<file path="src/rtl/cpu_pkg.sv">
// Shared definitions for the hardwired control sequencer: opcodes, FSM
// state encoding, instruction classes and the packed control-strobe word.
`timescale 1ns/1ps
package cpu_pkg;

    localparam int OP_W = 5;

    localparam logic [OP_W-1:0] OP_LD   = 5'b00000;
    localparam logic [OP_W-1:0] OP_ST   = 5'b00010;
    localparam logic [OP_W-1:0] OP_ADD  = 5'b00011;
    localparam logic [OP_W-1:0] OP_SUB  = 5'b00100;
    localparam logic [OP_W-1:0] OP_AND  = 5'b00101;
    localparam logic [OP_W-1:0] OP_OR   = 5'b00110;
    localparam logic [OP_W-1:0] OP_ROR  = 5'b00111;
    localparam logic [OP_W-1:0] OP_ROL  = 5'b01000;
    localparam logic [OP_W-1:0] OP_SHR  = 5'b01001;
    localparam logic [OP_W-1:0] OP_SHRA = 5'b01010;
    localparam logic [OP_W-1:0] OP_SHL  = 5'b01011;
    localparam logic [OP_W-1:0] OP_ADDI = 5'b01100;
    localparam logic [OP_W-1:0] OP_ANDI = 5'b01101;
    localparam logic [OP_W-1:0] OP_ORI  = 5'b01110;
    localparam logic [OP_W-1:0] OP_DIV  = 5'b01111;
    localparam logic [OP_W-1:0] OP_MUL  = 5'b10000;
    localparam logic [OP_W-1:0] OP_NEG  = 5'b10001;
    localparam logic [OP_W-1:0] OP_NOT  = 5'b10010;
    localparam logic [OP_W-1:0] OP_NOP  = 5'b11010;
    localparam logic [OP_W-1:0] OP_HALT = 5'b11011;

    typedef enum logic [3:0] {
        S_RST,
        S_T0,
        S_T1,
        S_T2,
        S_T3,
        S_T4,
        S_T5,
        S_T6,
        S_T7,
        S_HALT
    } state_t;

    typedef enum logic [2:0] {
        C_ALU3,
        C_IMM,
        C_UNARY,
        C_MULDIV,
        C_LD,
        C_ST,
        C_NOP,
        C_HALT
    } iclass_t;

    // One bit per datapath strobe; cleared as a whole to guarantee no stray strobes.
    typedef struct packed {
        logic pc_out;
        logic zhigh_out;
        logic zlow_out;
        logic mdr_out;
        logic hi_out;
        logic lo_out;
        logic c_out;
        logic ba_out;
        logic pc_in;
        logic ir_in;
        logic mar_in;
        logic mdr_in;
        logic y_in;
        logic z_in;
        logic hi_in;
        logic lo_in;
        logic inc_pc;
        logic gra;
        logic grb;
        logic grc;
        logic r_in;
        logic r_out;
        logic read;
        logic write;
    } ctrl_t;

    // States in which the sequencer stalls on the memory handshake.
    function automatic logic is_mem_wait(input state_t s, input iclass_t c);
        return (s == S_T1) || ((s == S_T6) && (c == C_LD)) || ((s == S_T7) && (c == C_ST));
    endfunction

endpackage

</file>
<file path="src/rtl/ctrl_decode.sv">
// Combinational opcode classifier; unknown opcodes behave as nop.
`timescale 1ns/1ps
module ctrl_decode
    import cpu_pkg::*;
(
    input  logic [OP_W-1:0] opcode,
    output iclass_t         iclass
);

    // Map each opcode onto the step sequence it needs.
    always_comb begin
        iclass = C_NOP;
        case (opcode)
            OP_ADD, OP_SUB, OP_AND, OP_OR, OP_SHR,
            OP_SHRA, OP_SHL, OP_ROR, OP_ROL:         iclass = C_ALU3;
            OP_ADDI, OP_ANDI, OP_ORI:                iclass = C_IMM;
            OP_NEG, OP_NOT:                          iclass = C_UNARY;
            OP_MUL, OP_DIV:                          iclass = C_MULDIV;
            OP_LD:                                   iclass = C_LD;
            OP_ST:                                   iclass = C_ST;
            OP_HALT:                                 iclass = C_HALT;
            default:                                 iclass = C_NOP;
        endcase
    end

endmodule

</file>
<file path="src/rtl/control_unit.sv">
// Hardwired Moore control sequencer for the 32-bit bus datapath: one control
// step per clock through fetch (T0-T2) and class-specific execute (T3-T7).
// Optional single-step mode: define CTRL_STEP_EN to add the Step input, which
// holds the FSM in T0 with strobes off until Step is seen on a clock edge.
`timescale 1ns/1ps
module control_unit
    import cpu_pkg::*;
#(
    parameter int IR_W        = 32,
    parameter int OPCODE_W    = 5,
    parameter int MEM_TIMEOUT = 0
) (
    input  logic                Clock,
    input  logic                Clear,
`ifdef CTRL_STEP_EN
    input  logic                Step,
`endif
    input  logic [IR_W-1:0]     IR,
    input  logic                MemReady,
    output logic                PCout,
    output logic                Zhighout,
    output logic                Zlowout,
    output logic                MDRout,
    output logic                HIout,
    output logic                LOout,
    output logic                Cout,
    output logic                BAout,
    output logic                PCin,
    output logic                IRin,
    output logic                MARin,
    output logic                MDRin,
    output logic                Yin,
    output logic                Zin,
    output logic                HIin,
    output logic                LOin,
    output logic                IncPC,
    output logic                Gra,
    output logic                Grb,
    output logic                Grc,
    output logic                Rin,
    output logic                Rout,
    output logic                Read,
    output logic                Write,
    output logic [OPCODE_W-1:0] alu_op,
    output logic                Run,
    output logic                MemErr
);

    localparam int CNT_W = (MEM_TIMEOUT > 1) ? $clog2(MEM_TIMEOUT) : 1;
    localparam logic [CNT_W-1:0] CNT_LAST = CNT_W'((MEM_TIMEOUT > 0) ? MEM_TIMEOUT - 1 : 0);

    state_t              state;
    state_t              state_next;
    iclass_t             iclass;
    ctrl_t               c;
    logic                entered;
    logic [CNT_W-1:0]    cnt;
    logic                mem_wait;
    logic                wait_expired;
    logic                timeout;
    logic                t0_go;
    logic [OPCODE_W-1:0] ir_op;
    logic                unused_ir_bits;

    assign ir_op          = IR[IR_W-1 -: OPCODE_W];
    assign unused_ir_bits = ^IR[IR_W-OPCODE_W-1:0];

    ctrl_decode u_decode (
        .opcode (IR[IR_W-1 -: OP_W]),
        .iclass (iclass)
    );

    assign mem_wait     = is_mem_wait(state, iclass);
    // A zero timeout means the handshake is waited on indefinitely.
    assign wait_expired = (MEM_TIMEOUT != 0) && (cnt == CNT_LAST);

`ifdef CTRL_STEP_EN
    logic go;

    // Arm one instruction per Step seen while parked in T0; disarm once it leaves T0.
    always_ff @(posedge Clock or posedge Clear) begin
        if (Clear)
            go <= 1'b0;
        else if (state != S_T0)
            go <= 1'b0;
        else if (Step)
            go <= 1'b1;
    end

    assign t0_go = go;
`else
    assign t0_go = 1'b1;
`endif

    // State register: Clear aborts any instruction immediately.
    always_ff @(posedge Clock or posedge Clear) begin
        if (Clear)
            state <= S_RST;
        else
            state <= state_next;
    end

    // Entry flag (for the one-shot PCin) and handshake wait counter, both restart on a state change.
    always_ff @(posedge Clock or posedge Clear) begin
        if (Clear) begin
            entered <= 1'b0;
            cnt     <= '0;
        end else begin
            entered <= (state_next != state);
            if (state_next != state)
                cnt <= '0;
            else if (mem_wait)
                cnt <= cnt + CNT_W'(1);
        end
    end

    // Sticky memory-timeout flag, only cleared by Clear.
    always_ff @(posedge Clock or posedge Clear) begin
        if (Clear)
            MemErr <= 1'b0;
        else if (timeout)
            MemErr <= 1'b1;
    end

    // Next state and per-step strobes; outputs depend only on state, instruction class and entry flag.
    always_comb begin
        state_next = state;
        c          = '0;
        alu_op     = '0;
        timeout    = 1'b0;
        case (state)
            S_RST: state_next = S_T0;
            S_T0: begin
                if (t0_go) begin
                    c.pc_out   = 1'b1;
                    c.mar_in   = 1'b1;
                    c.inc_pc   = 1'b1;
                    c.z_in     = 1'b1;
                    state_next = S_T1;
                end
            end
            S_T1: begin
                c.zlow_out = 1'b1;
                c.pc_in    = entered;
                c.read     = 1'b1;
                c.mdr_in   = 1'b1;
                if (MemReady) begin
                    state_next = S_T2;
                end else if (wait_expired) begin
                    state_next = S_HALT;
                    timeout    = 1'b1;
                end
            end
            S_T2: begin
                c.mdr_out  = 1'b1;
                c.ir_in    = 1'b1;
                state_next = S_T3;
            end
            S_T3: begin
                state_next = S_T4;
                case (iclass)
                    C_ALU3, C_IMM: begin
                        c.grb   = 1'b1;
                        c.r_out = 1'b1;
                        c.y_in  = 1'b1;
                    end
                    C_UNARY: begin
                        c.grb  = 1'b1;
                        c.r_out = 1'b1;
                        c.z_in = 1'b1;
                        alu_op = ir_op;
                    end
                    C_MULDIV: begin
                        c.gra   = 1'b1;
                        c.r_out = 1'b1;
                        c.y_in  = 1'b1;
                    end
                    C_LD, C_ST: begin
                        c.grb    = 1'b1;
                        c.ba_out = 1'b1;
                        c.y_in   = 1'b1;
                    end
                    C_HALT:  state_next = S_HALT;
                    default: state_next = S_T0;
                endcase
            end
            S_T4: begin
                state_next = S_T5;
                case (iclass)
                    C_ALU3: begin
                        c.grc   = 1'b1;
                        c.r_out = 1'b1;
                        c.z_in  = 1'b1;
                        alu_op  = ir_op;
                    end
                    C_IMM: begin
                        c.c_out = 1'b1;
                        c.z_in  = 1'b1;
                        alu_op  = ir_op;
                    end
                    C_UNARY: begin
                        c.zlow_out = 1'b1;
                        c.gra      = 1'b1;
                        c.r_in     = 1'b1;
                        state_next = S_T0;
                    end
                    C_MULDIV: begin
                        c.grb   = 1'b1;
                        c.r_out = 1'b1;
                        c.z_in  = 1'b1;
                        alu_op  = ir_op;
                    end
                    C_LD, C_ST: begin
                        c.c_out = 1'b1;
                        c.z_in  = 1'b1;
                        alu_op  = OPCODE_W'(OP_ADD);
                    end
                    default: state_next = S_T0;
                endcase
            end
            S_T5: begin
                state_next = S_T6;
                case (iclass)
                    C_ALU3, C_IMM: begin
                        c.zlow_out = 1'b1;
                        c.gra      = 1'b1;
                        c.r_in     = 1'b1;
                        state_next = S_T0;
                    end
                    C_MULDIV: begin
                        c.zlow_out = 1'b1;
                        c.lo_in    = 1'b1;
                    end
                    C_LD, C_ST: begin
                        c.zlow_out = 1'b1;
                        c.mar_in   = 1'b1;
                    end
                    default: state_next = S_T0;
                endcase
            end
            S_T6: begin
                state_next = S_T0;
                case (iclass)
                    C_MULDIV: begin
                        c.zhigh_out = 1'b1;
                        c.hi_in     = 1'b1;
                    end
                    C_LD: begin
                        c.read   = 1'b1;
                        c.mdr_in = 1'b1;
                        if (MemReady) begin
                            state_next = S_T7;
                        end else if (wait_expired) begin
                            state_next = S_HALT;
                            timeout    = 1'b1;
                        end else begin
                            state_next = S_T6;
                        end
                    end
                    C_ST: begin
                        // Read low steers the bus value into MDR rather than memory data.
                        c.gra      = 1'b1;
                        c.r_out    = 1'b1;
                        c.mdr_in   = 1'b1;
                        state_next = S_T7;
                    end
                    default: state_next = S_T0;
                endcase
            end
            S_T7: begin
                state_next = S_T0;
                case (iclass)
                    C_LD: begin
                        c.mdr_out = 1'b1;
                        c.gra     = 1'b1;
                        c.r_in    = 1'b1;
                    end
                    C_ST: begin
                        c.write = 1'b1;
                        if (MemReady) begin
                            state_next = S_T0;
                        end else if (wait_expired) begin
                            state_next = S_HALT;
                            timeout    = 1'b1;
                        end else begin
                            state_next = S_T7;
                        end
                    end
                    default: state_next = S_T0;
                endcase
            end
            S_HALT:  state_next = S_HALT;
            default: state_next = S_RST;
        endcase
    end

    assign Run      = (state != S_RST) && (state != S_HALT);

    assign PCout    = c.pc_out;
    assign Zhighout = c.zhigh_out;
    assign Zlowout  = c.zlow_out;
    assign MDRout   = c.mdr_out;
    assign HIout    = c.hi_out;
    assign LOout    = c.lo_out;
    assign Cout     = c.c_out;
    assign BAout    = c.ba_out;
    assign PCin     = c.pc_in;
    assign IRin     = c.ir_in;
    assign MARin    = c.mar_in;
    assign MDRin    = c.mdr_in;
    assign Yin      = c.y_in;
    assign Zin      = c.z_in;
    assign HIin     = c.hi_in;
    assign LOin     = c.lo_in;
    assign IncPC    = c.inc_pc;
    assign Gra      = c.gra;
    assign Grb      = c.grb;
    assign Grc      = c.grc;
    assign Rin      = c.r_in;
    assign Rout     = c.r_out;
    assign Read     = c.read;
    assign Write    = c.write;

endmodule

</file>
<file path="config.mk">
export PLATFORM = sky130hd
export DESIGN_NAME = control_unit
export DESIGN_NICKNAME = d
export VERILOG_FILES = /design/src/rtl/cpu_pkg.sv /design/src/rtl/ctrl_decode.sv /design/src/rtl/control_unit.sv
export SDC_FILE = /design/constraint.sdc
export NUM_CORES = 1
export LEC_CHECK = 0
export BUFFER_PORTS_ARGS = -buffer_cell sky130_fd_sc_hd__buf_2
export CORE_UTILIZATION = 47
export CTS_BUF_LIST = sky130_fd_sc_hd__clkbuf_4 sky130_fd_sc_hd__clkbuf_8
export CTS_CLUSTER_DIAMETER = 50
export CTS_CLUSTER_SIZE = 14
export DETAILED_ROUTE_END_ITERATION = 8
export MAX_ROUTING_LAYER = met4
export PLACE_DENSITY = 0.87
export RECOVER_POWER = 100
export SYNTH_ARGS = -nofsm -noshare
export SYNTH_HDL_FRONTEND = slang
export SYNTH_SLANG_ARGS = --single-unit
</file>
<file path="constraint.sdc">
create_clock -name Clock -period 3.1 [get_ports Clock]
set_clock_uncertainty 0.2 [all_clocks]
set_input_delay 0.31 -clock Clock [delete_from_list [all_inputs] [get_ports Clock]]
set_output_delay 0.31 -clock Clock [all_outputs]
set_load 0.02 [all_outputs]
</file>
; ---- Word level (Yosys, flattened, before mapping)
; Memories as Yosys holds them, arrays and structs flattened.
; Index checks and enable logic that the tools add are counted.
[classes]
add_sub_neg = 0
n_mul = 0
div = 0
order_cmp = 0
eq_ne = 17
n_shift = 0
mux = 44
bitwise = 0
reduce_logical = 14
[op_table]
columns = operator, count
row1 = $pmux W4 S10, 1
row2 = $mux W1, 22
row3 = $pmux W5 S2, 2
row4 = $eq A4 B3 Y1 const B, 4
row5 = $mux W4, 4
row6 = $pmux W4 S2, 2
row7 = $pmux W1 S3, 4
row8 = $pmux W1 S2, 5
row9 = $reduce_or A5 Y1, 2
row10 = $eq A3 B3 Y1 const B, 3
row11 = $reduce_or A3 Y1, 3
row12 = $eq A4 B2 Y1 const B, 2
row13 = $eq A4 B4 Y1 const B, 2
row14 = $eq A3 B2 Y1 const B, 2
row15 = $mux W3, 2
row16 = $reduce_or A2 Y1, 3
row17 = $reduce_or A6 Y1, 1
row18 = $mux W5, 1
row19 = $pmux W1 S5, 1
row20 = $eq A4 B1 Y1 const B, 1
row21 = $logic_not A4 Y1, 1
row22 = $ne A4 B4 Y1, 1
row23 = $ne A4 B4 Y1 const B, 1
row24 = $reduce_bool A4 Y1, 1
row25 = 4 further kinds, 4
[totals]
ff_bits = 5
latchBits = 0
ramBits = 0
mem_bits_ro = 96
in_bits = 35
out_inout_bits = 31
n_memories = 1
[mem_list]
columns = memory, words, word_bits, read_ports, rd_clocked_by_memory_dff, write_ports, line_no
row1 = (name not given), 32, 3, 1, 0, 0, ctrl_decode.sv:13  ; case (opcode)

; ---- Longest topological paths before layout
; Gate-level depths: netlist of run 1.
; An unclocked memory read counts as a cell.
[depth]
word_depth = 6
ltp_mapped = 7
ltp_nobuf = 5

; ---- Modules after synthesis
; A second synthesis of run 1 with hierarchy kept.
[hier_totals]
hier_cells = 149
area_unflattened_um2 = 970.9
[by_module_without_submodules]
columns = mod, instances, cells_per_inst, area_per_inst_um2
row1 = control_unit, 1, 138, 892.1
row2 = ctrl_decode, 1, 11, 78.8

; ---- Least setup slack after synthesis of run 1
; OpenSTA, ideal clock, no wires.
[synth_path]
path_kind = input to output
from = input port IR[28]
to = output port Gra
t_arrival_ps = 1766
required_time_ps = 2590
slack_ps = 824
cell_stages = 6
path_buffers = 2
path_cell_list = buf_2 > buf_1 > xor2_1 > nand3_1 > o211ai_1 > or2_1
[synth_between]
elab_chain_cells = 5
[synth_rtl]
columns = element, line_no
row1 = start: declaration, control_unit.sv:18  ; input logic [IR_W-1:0] IR,
row2 = $mem_v2 Z32 W3 *, --
row3 = $eq A3 B1 Y1 or $logic_not A3 Y1 (tied branches), control_unit.sv:223  ; case (iclass)
row4 = $reduce_or A2 Y1, --
row5 = $mux W1, control_unit.sv:223
row6 = $pmux W1 S5 *, control_unit.sv:131  ; case (state)
row7 = end: declaration, control_unit.sv:37  ; output logic Gra,
; Mark *: on every way between the ends. The rest lies on a longest branch, timed or not.

; ---- Worst setup path after layout of run 1
[layout_path]
from = register state[3]
to = output port alu_op[4]
[layout_between]
elab_chain_cells = 2
[layout_rtl]
columns = element, line_no
row1 = start: declaration, control_unit.sv:52  ; state_t state;
row2 = start signal: assignment, control_unit.sv:100  ; state <= state_next;
row3 = $eq A4 B3 Y1, control_unit.sv:131
row4 = $pmux W5 S2 *, control_unit.sv:131
row5 = end: declaration, control_unit.sv:44  ; output logic [OPCODE_W-1:0] alu_op,
; Marked as above.

==> results of run 1 <==
==> sequential cells by signal, summed over array words and instances, names as in the netlist <==
signal   flops
entered      1
state        4
==> per-stage QoR <==
| stage | instance area (um^2) | worst slack [ns] | power [W] | hold slack, ns | utilization |
|---|---|---|---|---|---|
| after global placement | 1174 | 0.6818 | 0.0006743 | 0.002428 | 0.5804 |
| after detailed placement | 1174 | 0.6183 | 0.0006942 | 0.01334 | 0.5804 |
| after CTS | 1214 | 0.3535 | 0.0007820 | 0.3055 | 0.6002 |
| after global routing | 1177 | 0.1431 | 0.0008304 | 0.3260 | 0.5823 |
| after floorplan | 1047 | 0.8242 | 0.0005549 | -0.1115 | - |
| final | 1177 | 0.3065 | 0.0007674 | 0.3161 | 0.5823 |
==> worst max-delay path by stage <==
| stage | start | end | slack [ns] | cells after the start |
|---|---|---|---|---|
| after global placement | state[3]$_DFF_PP0_ | alu_op[4] | 0.68 | 6 |
| after detailed placement | state[3]$_DFF_PP0_ | alu_op[4] | 0.62 | 6 |
| after global routing | state[3]$_DFF_PP0_ | alu_op[4] | 0.14 | 6 |
| after floorplan | IR[28] | Gra | 0.82 | 6 |
| after CTS | state[3]$_DFF_PP0_ | alu_op[4] | 0.35 | 6 |
| final | state[3]$_DFF_PP0_ | alu_op[4] | 0.31 | 6 |
==> cells by family after synthesis <==
| group | Yosys count | share of synthesized area |
|---|---|---|
| other | 1 | 0.003607 |
| muxes | 3 | 0.03008 |
| xor gates and xnor gates | 4 | 0.03370 |
| DFF | 5 | 0.1203 |
| AOI/OAI and AO/OA | 42 | 0.2852 |
| and+or+nand+nor | 75 | 0.4079 |
| buffers and inverters | 25 | 0.1191 |
==> power breakdown <==
| part | leakage (nW) | switching [W] | total (W) | internal, W |
|---|---|---|---|---|
| sequential | 0.0622 | 0.0000448 | 0.000135 | 0.0000906 |
| clock | 0.0184 | 0.0000261 | 0.0000834 | 0.0000573 |
| combinational | 0.390 | 0.000352 | 0.000549 | 0.000196 |
| total | 0.471 | 0.000423 | 0.000767 | 0.000344 |
==> metal layers <==
layer	GRT usage	wire, um	vias up
li1	-	-	610
met1	0.2987	1254	611
met2	0.4792	1576	41
met3	0.03427	149	2
met4	0.06863	8	0
met5	-	0	-
==> critical path: stages (launching register included) <==
cell	delay [ns]
dfrtp_1	0.55
or4b_4	0.65
nor3_2	0.22
a22oi_1	0.11
o21ai_1	0.21
and2_1	0.15
buf_2	0.15
==> cells in the final DEF, fill, tap and decap left out, types with 3 or more instances in the layout <==
cell type | netlist | routed
clkbuf_1 | 8 | 21
nor2_1 | 18 | 18
nand2_1 | 15 | 15
buf_2 | 3 | 14
nand3_1 | 8 | 8
a21oi_1 | 7 | 7
nor3_1 | 5 | 6
inv_1 | 6 | 6
nand2b_1 | 5 | 5
dfrtp_1 | 5 | 5
a2bb2oi_1 | 4 | 4
nor2b_1 | 4 | 4
o21ai_0 | 1 | 4
clkbuf_4 | 0 | 4
o21ai_1 | 6 | 3
and2_1 | 4 | 3
o21bai_1 | 3 | 3
o211ai_1 | 3 | 3
xnor2_1 | 3 | 3
conb_1 | 1 | 3
==> layout make-up <==
cell class | instances | area (um^2) | share of cell area
Multi-Input combinational cell | 127 | 788.3 | 0.6695
Timing Repair Buffer | 38 | 173.9 | 0.1477
Sequential cell | 5 | 125.1 | 0.1063
Tap cell | 27 | 33.78 | 0.02869
Clock buffer | 4 | 30.03 | 0.02550
Inverter | 7 | 26.28 | 0.02232
==> timing repair <==
action	in CTS	in global routing
gates resized for setup	0	0
endpoints found under the setup margin	0	0
endpoints found under the hold margin	5	0
hold buffers	1	0
==> run metrics, run 1 <==
# IOs 66; Min Clock Period, post-route approximately 2.8 ns; number of clock sinks 5; power per cell area 651.8 mW/mm^2; CTS tree done; most common cell in the netlist nor2_1; vias per cell around 6; outcome finished, final reports clean; Tcrit/Tclk final 0.9011; Yosys top cell area share 0.1203; slew margin rel. 0.3428; H-tree depth 1; count of final setup violators 0; Final GP Congestion 0.9289; Cell Rows 16; initial antenna violation count 0; flop2flop setup slack 0.67 ns; DR iter-0 viols 34; reg2reg start state[3]$_DFF_PP0_; RSZ-0062 raised after global routing no; placed insts about 200; Post-Syn Area 0.001040 mm^2; clock root buffer clkbuf_4; leakage 0.4706 nW; Syn. warnings 0; Netlist cell types 55; DPL Wire Length approximately 2200 um; synthesis-stage register bit count 5; fill count between 200 and 250; core area just over 0.002 mm^2; pin count of the biggest net entering global routing 20; fmax ~0.36 GHz; Wirelength per Cell about 14 um; Clock Path Buffers 2; Worst VDD drop ~0.53 mV; worst hold path type in -> async; post-route ant nets 0; synthesis-to-finish area growth 13.24%; Avg Inst Size Synth between 6 and 7 um^2; max cap viols 0; main flop type after synthesis dfrtp_1; Worst Path Arrival roughly 2.3 ns; worst-case reg-to-reg path depth 5; global-route wire length before repair between 4000 and 5000 um; Syn Inst Count about 160; actual slew at the worst max-slew pin slightly below 1 ns; vias in the first global route between 1000 and 1500; final hold vios 0; post-CTS setup buffer count 0; Nets between 200 and 250; Ant. Diodes 0; Pins Over Slew Limit 0; Setup crit end kind output pin; Commonest cells post-synth nor2_1 (18), nand2_1 (15), clkbuf_1 (8), nand3_1 (8), a21oi_1 (7); grt ovf 0; vias about 1300; CP Class reg -> out; worst skew pair latency approximately 0.24 ns; reg2reg end entered$_DFF_PP0_; Pre-Repair DR Iteration Count 4; Worst Path Max Fanout 17; final wirelength around 3000 um; Die X between 40 and 50 um; Die Ht around 49 um; CTS buffer count 3; Async SR Flop Fraction 1.000; Clock transition at path regs 0.05 ns; die footprint between 0.002 and 0.0025 mm^2; EDFF count, synth 0; Non-Filler Instances 208; Synth area leader dfrtp_1; TNS Setup 0 ns; required time worst endpoint 2.59 ns; top cells by area, synth dfrtp_1 (12%), nor2_1 (6.5%), nand2_1 (5.4%), nand3_1 (3.9%), buf_4 (3.6%); Buffers on Ports 35; GRT Total Usage 0.2624; post-synthesis sequential area ratio 0.1203; # DRC 0; share of layout cells above drive strength 1 0.1547; initial core utilization 0.5142; startpoint types flip-flop
(Power assumes the default switching activity.)
==> inputs of run 2 (changes only) <==
--- a/config.mk
+++ b/config.mk
@@ -6,7 +6,7 @@
 export NUM_CORES = 1
 export LEC_CHECK = 0
 export BUFFER_PORTS_ARGS = -buffer_cell sky130_fd_sc_hd__buf_2
-export CORE_UTILIZATION = 47
+export CORE_UTILIZATION = 46
 export CTS_BUF_LIST = sky130_fd_sc_hd__clkbuf_4 sky130_fd_sc_hd__clkbuf_8
 export CTS_CLUSTER_DIAMETER = 50
 export CTS_CLUSTER_SIZE = 14
@@ -16,4 +16,5 @@
 export RECOVER_POWER = 100
 export SYNTH_ARGS = -nofsm -noshare
 export SYNTH_HDL_FRONTEND = slang
+export SYNTH_HIERARCHICAL = 1
 export SYNTH_SLANG_ARGS = --single-unit
==> run 2 against run 1 <==
Compared with the run above:
- flip-flop and latch count unchanged
- largest cell class unchanged
- via count decreased by 4.6%
- first-iteration DRC count up 59%
- critical endpoint is now Gra
- routed wire length fell by 7.4%
- critical path type unchanged
- clock power shrank 2%
==> run metrics, run 2 <==
outcome finished, final reports clean; Top reg by flops state; power per cell area a little under 800 mW/mm^2; Tcrit/Tclk final 0.9114; Min Hold Slack about 0.25 ns; worst skew pair latency roughly 0.24 ns; TNS Setup 0 ns; top flop regs state: 4 flops, entered: 1 flops; post-CTS setup buffer count 0; post-synthesis sequential area ratio 0.1289; sw power slightly above 0.0005 W; fmax around 0.35 GHz; Wirelength per Cell between 10 and 15 um; Buffers on Ports 35; post-route ant nets 0; vias roughly 1200; Clock transition at path regs around 0.050 ns; leakage approximately 0.49 nW; DP Worst Slack 0.3482 ns; main flop type after synthesis dfrtp_1; Syn Inst Count 149; DPL Wire Length 2027 um; Worst Path Max Fanout 18; GRT Total Usage 0.2387; # IOs 66; Synth area leader dfrtp_1; Post-Syn Area around 970 um^2; vias per cell between 5 and 6; Die X ~48 um; Ant. Diodes 0; Commonest cells post-synth nor2_1 (21), nand2_1 (14), o21ai_1 (9); Resize count post-CTS 0; grt ovf 0; Worst VDD drop 0.5190 mV; Avg Inst Size Synth around 6.5 um^2; share of layout cells above drive strength 1 0.1348; RSZ-0062 raised after global routing no; H-tree depth 1; Flop pwr share 0.200; flop2flop setup slack between 0.9 and 1 ns; # DRC 0; most common cell in the netlist nor2_1; max cap viols 0; required time worst endpoint approximately 2.6 ns; vias in the first global route approximately 900; CTS tree done; fill count 210; Min Clock Period, post-route ~2.8 ns; number of clock sinks 5; global-route wire length before repair around 3900 um; post-layout util 0.5593; synthesis-stage register bit count 5; core area 0.001982 mm^2; initial core utilization 0.4899; # hold bufs at CTS 1; actual slew at the worst max-slew pin ~0.54 ns; clock network power share 0.094; Setup crit end kind output pin; top cells by area, synth dfrtp_1 (13%), nor2_1 (8.1%), nand2_1 (5.4%), o21ai_1 (4.6%), buf_4 (3.9%); sw frac 0.5849; commonest non-fill, non-tap cells in the layout nor2_1 (22), clkbuf_1 (22), nand2_1 (14), buf_2 (14), inv_1 (8); Cell Rows 16; final setup margin around 0.27 ns; initial antenna violation count 0; Clock Path Buffers 2; Pins Over Slew Limit 0; EDFF count, synth 0; Netlist cell types approximately 50; Nets between 200 and 250; Worst Path Arrival 2.32 ns; final hold vios 0; Pre-Repair DR Iteration Count 4; Final GP Congestion between 0.9 and 1; Async SR Flop Fraction 1.000; CTS buffer count 3; pin count of the biggest net entering global routing 19; CP Class reg -> out; WHS Path Cells 2; worst hold path type in -> reg; die footprint about 0.0023 mm^2; clock root buffer clkbuf_4; count of final setup violators 0; Syn. warnings 6; Yosys top cell area share 0.1289; final wirelength between 2000 and 3000 um; synthesis-to-finish area growth 14.17%; Die Ht 47.94 um; Int Pwr approximately 0.00036 W; DR iter-0 viols 54; slew margin rel. 0.6387; worst-case reg-to-reg path depth 4; startpoint types flip-flop; power share of the combinational group 0.706; max FFs per register 4
[run 2: changes by cell type in the layout (fill, tap and decap cells not counted), moves of 3 or more]
cell	delta
a21o_1	+4
a2bb2oi_1	-4
nor2_1	+4
o21ai_1	+4
o21bai_1	-3
o221ai_1	+3
nand3_1	-5
[run 2: final cells by class]
cell class | count | area, um^2 | share of cell area
Clock buffer | 4 | 30.03 | 0.02709
Inverter | 9 | 33.78 | 0.03047
Multi-Input combinational cell | 121 | 708.2 | 0.6388
Sequential cell | 5 | 125.1 | 0.1129
Tap cell | 27 | 33.78 | 0.03047
Timing Repair Buffer | 39 | 177.7 | 0.1603
[run 2: logic make-up (layout without fill, tap and decap cells)]
logic type | Yosys count | count (layout) | share of synthesized area
muxes | 2 | 2 | 0.02062
buffers and inverters | 25 | 52 | 0.1276
other | 1 | 3 | 0.003862
AOI/OAI and AO/OA | 48 | 48 | 0.3570
xor gates and xnor gates | 4 | 4 | 0.03609
and+or+nand+nor | 64 | 64 | 0.3260
DFF | 5 | 5 | 0.1289
[run 2: power groups by stage]
stage / clock network (W) / logic, W / registers [W]
floorplan: 0 / 0.000559 / 0.000113
global placement: 0 / 0.000623 / 0.000175
detailed placement: 0 / 0.000640 / 0.000177
CTS: 0.0000841 / 0.000644 / 0.000176
global route: 0.0000892 / 0.000687 / 0.000183
finish: 0.0000820 / 0.000619 / 0.000176
[run 2: final timing paths]
check | startpoint | end
setup / recovery | state[0]$_DFF_PP0_ | Gra
hold / removal | MemReady | state[3]$_DFF_PP0_
setup reg to reg | state[0]$_DFF_PP0_ | state[3]$_DFF_PP0_
hold reg to reg | state[3]$_DFF_PP0_ | state[1]$_DFF_PP0_
max in group asynchronous | Clear | state[2]$_DFF_PP0_
min in group asynchronous | Clear | state[0]$_DFF_PP0_
[run 2: layer usage]
| layer | up-vias | share of wire | global-route usage |
|---|---|---|---|
| met4 | 0 | 0.0051 | 0.06667 |
| met3 | 4 | 0.090 | 0.003774 |
| li1 | 585 | - | - |
| met1 | 542 | 0.42 | 0.3054 |
| met5 | - | 0 | - |
| met2 | 75 | 0.49 | 0.4108 |
[run 2: per-stage QoR]
step	power, W	area (um^2)	instances
6_report	0.0008768	1109	205
5_1_grt	0.0009586	1109	205
4_1_cts	0.0009042	1160	205
3_5_place_dp	0.0008172	1120	200
3_3_place_gp	0.0007978	1120	200
2_1_floorplan	0.0006718	978.4	151
[run 2: critical path: stages, from the launching register on]
cell     delay [ns]
dfrtp_1        0.57
or4b_1         0.67
nor2_1         0.25
a31oi_1        0.08
o32ai_1        0.22
a21o_1         0.13
buf_2          0.15
